**src/rtl/zmod_rx_pkg.sv**
```systemverilog
// Shared types and constants for the ZMOD receive-side aligners.
package zmod_rx_pkg;

  typedef enum logic [1:0] {IDLE, SEARCH, VERIFY, LOCKED} state_e;

  localparam logic [7:0] TRAIN_PAT_DEF = 8'hA5;
  localparam int         ERR_W         = 8;

endpackage

```
**src/rtl/zmod_rx_bitshift.sv**
```systemverilog
// Selects a DW-bit window out of two concatenated words, starting at bit sel_i.
module zmod_rx_bitshift #(
  parameter int DW = 8
) (
  input  logic [2*DW-1:0]       din_i,
  input  logic [$clog2(DW)-1:0] sel_i,
  output logic [DW-1:0]         dout_o
);

  assign dout_o = DW'(din_i >> sel_i);

endmodule

```
**src/rtl/zmod_rxalign.sv**
```systemverilog
// Word aligner: sweeps a bit offset until the training word repeats, then
// streams aligned words and counts training misses while locked.
module zmod_rxalign import zmod_rx_pkg::*; #(
  parameter int            DW             = 8,
  parameter logic [DW-1:0] TRAIN_PATTERN  = DW'(TRAIN_PAT_DEF),
  parameter int            LOCK_COUNT     = 16,
  parameter int            TIMEOUT_SWEEPS = 4
) (
  input  logic                  clk,
  input  logic                  rst_n,
  input  logic                  pll_locked,
  input  logic                  retrain,
  input  logic                  train_active,
  input  logic [DW-1:0]         data_in,
  output logic [DW-1:0]         data_out,
  output logic                  data_valid,
  output logic                  aligned,
  output logic [$clog2(DW)-1:0] bit_offset,
  output logic                  align_err,
  output logic [ERR_W-1:0]      err_count
);

  localparam int            OW      = $clog2(DW);
  localparam logic [OW-1:0] OFF_MAX = OW'(DW - 1);
  localparam logic [7:0]    LC      = 8'(LOCK_COUNT);
  localparam logic [7:0]    TO_SW   = 8'(TIMEOUT_SWEEPS);

  state_e           state_q, state_d;
  logic [DW-1:0]    data_q, dout_q, cand;
  logic [OW-1:0]    off_q, off_d, off_inc;
  logic [7:0]       mcnt_q, mcnt_d, sweep_q, sweep_d;
  logic [ERR_W-1:0] err_q, err_d;
  logic             aerr_q, aerr_d, aligned_q, match, hit;

  zmod_rx_bitshift #(.DW(DW)) u_shift (
    .din_i  ({data_in, data_q}),
    .sel_i  (off_q),
    .dout_o (cand)
  );

  assign match   = (cand == TRAIN_PATTERN);
  // Only matches on training data count; anything else is treated as a miss.
  assign hit     = match && train_active;
  assign off_inc = (off_q == OFF_MAX) ? '0 : off_q + OW'(1);

  always_comb begin
    state_d = state_q;
    off_d   = off_q;
    mcnt_d  = mcnt_q;
    sweep_d = sweep_q;
    err_d   = err_q;
    aerr_d  = aerr_q;
    if (!pll_locked) begin
      state_d = IDLE;
      off_d   = '0;
      mcnt_d  = '0;
      sweep_d = '0;
      err_d   = '0;
    end else if (retrain && state_q != IDLE) begin
      state_d = SEARCH;
      off_d   = '0;
      mcnt_d  = '0;
      sweep_d = '0;
      err_d   = '0;
      aerr_d  = 1'b0;
    end else begin
      case (state_q)
        IDLE: begin
          state_d = SEARCH;
          off_d   = '0;
          mcnt_d  = '0;
          sweep_d = '0;
          err_d   = '0;
        end
        SEARCH: begin
          if (hit) begin
            mcnt_d  = 8'd1;
            sweep_d = '0;
            state_d = (LC == 8'd1) ? LOCKED : VERIFY;
          end else begin
            off_d = off_inc;
            if (off_q == OFF_MAX) begin
              // Timeout is sticky; the sweep counter restarts so searching goes on.
              if (sweep_q + 8'd1 == TO_SW) begin
                sweep_d = '0;
                aerr_d  = 1'b1;
              end else begin
                sweep_d = sweep_q + 8'd1;
              end
            end
          end
        end
        VERIFY: begin
          if (hit) begin
            mcnt_d = mcnt_q + 8'd1;
            if (mcnt_q + 8'd1 == LC) state_d = LOCKED;
          end else begin
            state_d = SEARCH;
            off_d   = off_inc;
            mcnt_d  = '0;
          end
        end
        LOCKED: begin
          if (train_active && !match && err_q != {ERR_W{1'b1}})
            err_d = err_q + ERR_W'(1);
        end
        default: state_d = IDLE;
      endcase
    end
  end

  always_ff @(posedge clk or negedge rst_n) begin
    if (!rst_n) begin
      state_q   <= IDLE;
      data_q    <= '0;
      dout_q    <= '0;
      off_q     <= '0;
      mcnt_q    <= '0;
      sweep_q   <= '0;
      err_q     <= '0;
      aerr_q    <= 1'b0;
      aligned_q <= 1'b0;
    end else begin
      state_q   <= state_d;
      data_q    <= data_in;
      dout_q    <= cand;
      off_q     <= off_d;
      mcnt_q    <= mcnt_d;
      sweep_q   <= sweep_d;
      err_q     <= err_d;
      aerr_q    <= aerr_d;
      aligned_q <= (state_d == LOCKED);
    end
  end

  assign data_out   = dout_q;
  assign data_valid = aligned_q;
  assign aligned    = aligned_q;
  assign bit_offset = off_q;
  assign align_err  = aerr_q;
  assign err_count  = err_q;

endmodule

```
**config.mk**
```make
export PLATFORM = sky130hd
export DESIGN_NAME = zmod_rxalign
export DESIGN_NICKNAME = d
export VERILOG_FILES = /design/src/rtl/zmod_rx_pkg.sv /design/src/rtl/zmod_rx_bitshift.sv /design/src/rtl/zmod_rxalign.sv
export SDC_FILE = /design/constraint.sdc
export NUM_CORES = 1
export LEC_CHECK = 0
export ABC_AREA = 0
export CORE_MARGIN = 3
export CORE_UTILIZATION = 50
export CTS_CLUSTER_SIZE = 28
export DETAILED_ROUTE_END_ITERATION = 10
export PLACE_DENSITY = 0.76
export SLEW_MARGIN = 20
export SYNTH_ARGS = -nofsm -noshare
export SYNTH_HDL_FRONTEND = slang
export SYNTH_SLANG_ARGS = --single-unit
```
**constraint.sdc**
```tcl
create_clock -name clk -period 2.55 [get_ports clk]
set_clock_uncertainty 0.15 [all_clocks]
set_input_delay 0.765 -clock clk [delete_from_list [all_inputs] [get_ports clk]]
set_output_delay 0.765 -clock clk [all_outputs]
set_load 0.005 [all_outputs]
```
=== After elaboration in Yosys (flattened, before gate mapping) ===
Index checks and enable logic that the tools add are counted.

* Input port bits: 13
* Register bits: 47
* Logic and storage cells: 79
* Output and inout bits: 22

* Add/subtract/negate cells: 4
* Reduce and logical (&&, ||, !) cells: 16
* Mux-type cells: 31
* Equality and inequality tests: 18
* Shift operators: 1

{| class="wikitable"
|+ Operator list
! kind !! count
|-
| $mux 8 || 12
|-
| $pmux 8 s2 || 2
|-
| $add 8x1->8 const B || 3
|-
| $pmux 8 s3 || 1
|-
| $shr 16x3->8 || 1
|-
| $mux 3 || 4
|-
| $mux 2 || 5
|-
| $eq 8x3->1 const B || 1
|-
| $eq 8x5->1 const B || 1
|-
| $eq 8x8->1 const B || 1
|-
| $ne 4x1->1 const B || 2
|-
| $ne 4x4->1 const B || 2
|-
| $ne 8x8->1 const B || 1
|-
| $reduce_and 2->1 || 4
|-
| $reduce_bool 2->1 || 4
|-
| $eq 2x2->1 const B || 3
|-
| $pmux 2 s3 || 1
|-
| $pmux 3 s2 || 1
|-
| $mux 1 || 5
|-
| $ne 5x1->1 const B || 1
|-
| $ne 5x5->1 const B || 1
|-
| $reduce_and 5->1 || 1
|-
| $logic_and 1x1->1 || 4
|-
| $ne 4x2->1 const B || 1
|-
| 8 further kinds || 8
|}

=== Logic depth before layout (Yosys ltp) ===
* Depth after elaboration: 9
* Gate-level depth with buffers: 10
* Depth with buffers taken out: 9

=== Cells and area by module ===
Synthesis repeated with hierarchy kept, for this count alone.

* Cell total of the unflattened synthesis: 285
* Area, all modules: 2,860.2 um^2

{| class="wikitable"
|+ By module, submodules not included
! module !! seq. area each (um^2) !! area an instance (um^2) !! instances !! cells an instance
|-
| zmod_rxalign || 1,176.1 || 2,419.8 || 1 || 237
|-
| zmod_rx_bitshift || 0.0 || 440.4 || 1 || 48
|}

=== Worst setup path after synthesis ===
Ideal clock, no wire load.

* Path type: input to register
* From: input data_in[0]
* To: register mcnt_q[0]
* Path slack: -0.313 ns
* Stages on the path: 7
* Data arrival time: 2.592 ns
* Data required time: 2.279 ns
* Setup time: 0.121 ns
* Buffers on the path: 0
* Cell sequence: mux2_1 -> mux2i_1 -> or4_4 -> a2111oi_4 -> a21oi_2 -> or2_1 -> a22o_1

* Word-level cells in the longest chain between the ends: 7
* Elaborated cells on any way between the ends: 9
* Those cells by class: eq/ne: 2; shift: 1; mux: 4; reduce/logical: 2

{| class="wikitable"
|+ RTL lines
! element !! line !! text
|-
| start: declaration || zmod_rxalign.sv:14 || <nowiki>input logic [DW-1:0] data_in,</nowiki>
|-
| $shr 16x3->8 (*) || zmod_rx_bitshift.sv:10 || <nowiki>assign dout_o = DW'(din_i >> sel_i);</nowiki>
|-
| $eq 8x8->1 (*) || zmod_rxalign.sv:41 || <nowiki>assign match = (cand == TRAIN_PATTERN);</nowiki>
|-
| $logic_and 1x1->1 (*) || zmod_rxalign.sv:43 || <nowiki>assign hit = match && train_active;</nowiki>
|-
| $mux 8 || zmod_rxalign.sv:94 || <nowiki>if (hit) begin</nowiki>
|-
| $pmux 8 s3 || zmod_rxalign.sv:67 || <nowiki>case (state_q)</nowiki>
|-
| $mux 8 || zmod_rxalign.sv:59 || <nowiki>end else if (retrain && state_q != IDLE) begin</nowiki>
|-
| $mux 8 || zmod_rxalign.sv:53 || <nowiki>if (!pll_locked) begin</nowiki>
|-
| end signal: assignment || zmod_rxalign.sv:128 || <nowiki>mcnt_q <= mcnt_d;</nowiki>
|-
| end: declaration || zmod_rxalign.sv:31 || <nowiki>logic [7:0] mcnt_q, mcnt_d, sweep_q, sweep_d;</nowiki>
|}

Mark *: on every way between the ends. The rest lies on a longest branch, timed or not.
A chain may end at the register's enable or synchronous reset.

=== Final worst setup path ===
* From: register off_q[1], in the netlist bit_offset[1]
* To: register mcnt_q[7]

* Word-level cells in the longest chain between the ends: 7
* Elaborated cells on any way between the ends: 9
* Those cells by class: eq/ne: 2; shift: 1; mux: 4; reduce/logical: 2

{| class="wikitable"
|+ RTL lines
! element !! line !! text
|-
| start: declaration || zmod_rxalign.sv:30 || <nowiki>logic [OW-1:0] off_q, off_d, off_inc;</nowiki>
|-
| start signal: assignment || zmod_rxalign.sv:117 || <nowiki>off_q <= '0;</nowiki>
|-
| start signal: assignment || zmod_rxalign.sv:127 || <nowiki>off_q <= off_d;</nowiki>
|-
| $shr 16x3->8 (*) || zmod_rx_bitshift.sv:10 ||
|-
| $eq 8x8->1 (*) || zmod_rxalign.sv:41 ||
|-
| $logic_and 1x1->1 (*) || zmod_rxalign.sv:43 ||
|-
| $mux 8 || zmod_rxalign.sv:94 ||
|-
| $pmux 8 s3 || zmod_rxalign.sv:67 ||
|-
| $mux 8 || zmod_rxalign.sv:59 ||
|-
| $mux 8 || zmod_rxalign.sv:53 ||
|}

Marks and branches as above.

==> results.json <==
{
  "syn-cell-area_um2": 2730,
  "grt_start_max_net_pins": 26,
  "final_min_period_over_clock_period_pct": 109,
  "grt_use_total_pct": 23.4,
  "finalWirelength_um": 6970,
  "power.ir.vdd_worst_mv": 0.302,
  "buffer_ports.inserted": 34,
  "post_layout_worst_setup_margin_ns": -0.238,
  "power_per_cell_area_nw_per_um2": 400,
  "cts_tree": "done",
  "viasPerCell": 5.73,
  "die_width_um": 79.9,
  "cp-start-kind": "flip-flop",
  "worst_hold_check_slack_ns": 0.276,
  "num_io_pins": 35,
  "half_perimeter_wire_length_after_placement_um": 4790,
  "clk-insertion-delay-late_ns": 0.30,
  "layout_commonest_cell": "sky130_fd_sc_hd__dfrtp_1",
  "vias_in_the_first_global_route": 2504,
  "first_pass_grt_wire_length_um": 11800,
  "asyncSetResetFlopFracSynth_pct": 100,
  "max_freq_mhz": 359,
  "cts_root_buffer": "sky130_fd_sc_hd__clkbuf_8",
  "clkSlewWorstSetupHoldPaths_ns": 0.09,
  "initial_drc_count": 122,
  "die_height_um": 79.9,
  "cp_max_fo": 5,
  "worstPathRequired_ns": 2.60,
  "violated_checks": "setup timing",
  "final_max_slew_viol_count": 0,
  "placement.cell_area_um2": 3470,
  "drt_drc_violations_left": 0,
  "routability_congestion_estimate_from_global_placement": 0.881,
  "finish.cell_count_without_fillers": 430,
  "number_of_buffers_created_by_cts": 5,
  "vias": 2465,
  "fp.dieArea_um2": 6380,
  "slew_headroom_pct": 27.5,
  "clock_sinks": 47,
  "clockBufferDepth": 2,
  "synth-xor-area-share_pct": 2.89,
  "synthMuxAreaShare_pct": 9.62,
  "firstDrtPassIters": 6,
  "timing.final.hold_violations": 0,
  "wl_per_cell_um": 16.2,
  "grt_setup_unrepaired": "true",
  "drv.max_cap_violation_count": 0,
  "r2r_setup_slk_ns": -0.24,
  "worst-slew-pin-transition_ns": 1.08,
  "route.antenna.remaining_nets": 0,
  "leakage_nw": 1.70,
  "fp.coreArea_um2": 5200,
  "fraction_of_final_layout_cells_with_drive_strength_greater_than_1_pct": 30.6,
  "synth-edff-count": 0,
  "antenna_cells": 0,
  "layout.nets": 382,
  "final_period_minus_worst_setup_slack_ns": 2.79,
  "floorplan.rows": 26,
  "synth_compound_gate_area_share_pct": 14.8,
  "timing.critical_path.arrival_ns": 2.84,
  "setup.worst_path.end_class": "flip-flop",
  "synth-adder-area-share_pct": 4.58,
  "synth_top_flop_cell": "sky130_fd_sc_hd__dfrtp_1",
  "area_growth_syn_to_layout_pct": 41.6,
  "syn-mean-instance-area_um2": 9.82,
  "synth.yosys.warnings": 0,
  "dominant_combinational_cell_family_by_area_after_synthesis": "simple AND/OR/NAND/NOR gates",
  "postCtsHoldBufs": 0,
  "globalRoute.totalOverflow": 0,
  "setup_violations": 30,
  "total_power_mw": 1.55,
  "synth-seq-cells": 47,
  "synth_simple_gate_area_share_pct": 21.7,
  "final_design_area_excluding_fillers_um2": 3870,
  "grt_antenna_before_repair": 0,
  "critical_path_class": "reg -> reg",
  "syn_nets": 301,
  "netlist_instances": 278,
  "run_status": "complete, but fails checks",
  "initial_utilization_pct": 52.5,
  "final.fill_count": 357,
  "yosys.cell_types.count": 50,
  "yosysSeqAreaShare_pct": 43.1,
  "mostFrequentLayoutCells": "46 x sky130_fd_sc_hd__dfrtp_1, 45 x sky130_fd_sc_hd__buf_4, 30 x sky130_fd_sc_hd__nand2_1, 27 x sky130_fd_sc_hd__clkdlybuf4s50_1, 21 x sky130_fd_sc_hd__nor2_1",
  "dp.cells": 414,
  "htreeDepth": 2,
  "hold_path.class": "in -> async"
}
==> kinds of logic after synthesis <==
family | Yosys count
compound gates | 55
xor+xnor | 9
fa+ha+maj | 10
buf+inv | 19
flops | 47
mux | 23
simple gates | 115
==> synth_stat cells (6+ instances only) <==
| cell | number | share of area, % |
|---|---|---|
| sky130_fd_sc_hd__a21o_1 | 7 | 1.9 |
| sky130_fd_sc_hd__nor2_1 | 22 | 3.0 |
| sky130_fd_sc_hd__nor2b_1 | 8 | 1.8 |
| sky130_fd_sc_hd__dfrtp_1 | 47 | 43 |
| sky130_fd_sc_hd__ha_1 | 10 | 4.6 |
| sky130_fd_sc_hd__nand3_1 | 18 | 3.3 |
| sky130_fd_sc_hd__nand2_1 | 30 | 4.1 |
| sky130_fd_sc_hd__xnor2_1 | 7 | 2.2 |
| sky130_fd_sc_hd__mux2i_1 | 15 | 5.5 |
| sky130_fd_sc_hd__a22o_1 | 9 | 2.9 |
| sky130_fd_sc_hd__o21ai_0 | 11 | 2.0 |
| sky130_fd_sc_hd__inv_1 | 6 | 0.82 |
==> flip-flops by register name, summed over array words and instances, names as in the netlist <==
name        flops
bit_offset      3
data_out        8
data_q          8
align_err       1
mcnt_q          8
err_count       8
aligned         1
state_q         2
sweep_q         8
==> path summary, 6_finish.rpt <==
path | startpoint | to | cells past startpoint
min | rst_n | data_out[1] | 1
min in group clk | sweep_q[4] | sweep_q[4] | 1
min reg2reg | sweep_q[4] | sweep_q[4] | 1
max in group asynchronous | rst_n | bit_offset[1] | 2
max reg2reg | bit_offset[1] | mcnt_q[7] | 9
max | bit_offset[1] | mcnt_q[7] | 9
==> power by group <==
group	switching (mW)	internal, mW
clock	0.265	0.222
sequential	0.0121	0.766
combinational	0.132	0.149
total	0.409	1.14
==> worst max-delay path, cell delays in order (launching register included) <==
cell and delay [ns]:
sky130_fd_sc_hd__dfrtp_2 0.50, sky130_fd_sc_hd__buf_6 0.14, sky130_fd_sc_hd__mux2i_1 0.11, sky130_fd_sc_hd__mux2_2 0.27, sky130_fd_sc_hd__or4_4 0.43, sky130_fd_sc_hd__a2111oi_4 0.35
sky130_fd_sc_hd__buf_4 0.19, sky130_fd_sc_hd__a21oi_4 0.07, sky130_fd_sc_hd__or2_4 0.25, sky130_fd_sc_hd__a22o_1 0.23
==> repair_timing <==
item                                   in CTS  in global routing
pin swaps                                  19                 20
gates resized for setup                    42                 20
setup endpoints to repair                  31                 31
gates cloned                                1                  0
buffers inserted                            7                  1
endpoints found under the hold margin       0                  0
==> routing by layer <==
| metal | GRT usage (%) | vias to the layer above | share of wire [%] |
|---|---|---|---|
| met5 | 0 | - | 0 |
| met4 | 8.95 | 0 | 2.3 |
| met3 | 4.18 | 21 | 3.6 |
| met2 | 38.7 | 76 | 50 |
| met1 | 30.4 | 1201 | 44 |
| li1 | - | 1167 | - |
==> final cells by class <==
class / count / area (µm²) / share of cell area, %
repair buffers: 87 / 782 / 20.2
multi-input cells: 212 / 1700 / 43.9
clock inverters: 2 / 16.3 / 0.421
inverters: 6 / 22.5 / 0.583
clock buffers: 6 / 82.6 / 2.14
well taps: 70 / 87.6 / 2.27
flip-flops and latches: 47 / 1180 / 30.5
==> metrics by stage <==
| stage | utilization, % | worst slack [ns] | TNS (ns) |
|---|---|---|---|
| 6_report | 74.3 | -0.238 | -4.89 |
| 5_1_grt | 74.3 | -0.328 | -7.80 |
| 4_1_cts | 72.8 | -0.282 | -7.09 |
| 3_5_place_dp | 66.7 | -0.910 | -24.22 |
| 3_3_place_gp | 66.7 | -0.871 | -23.33 |
| 2_1_floorplan | - | -0.177 | -2.14 |
(Power assumes the default switching activity.)
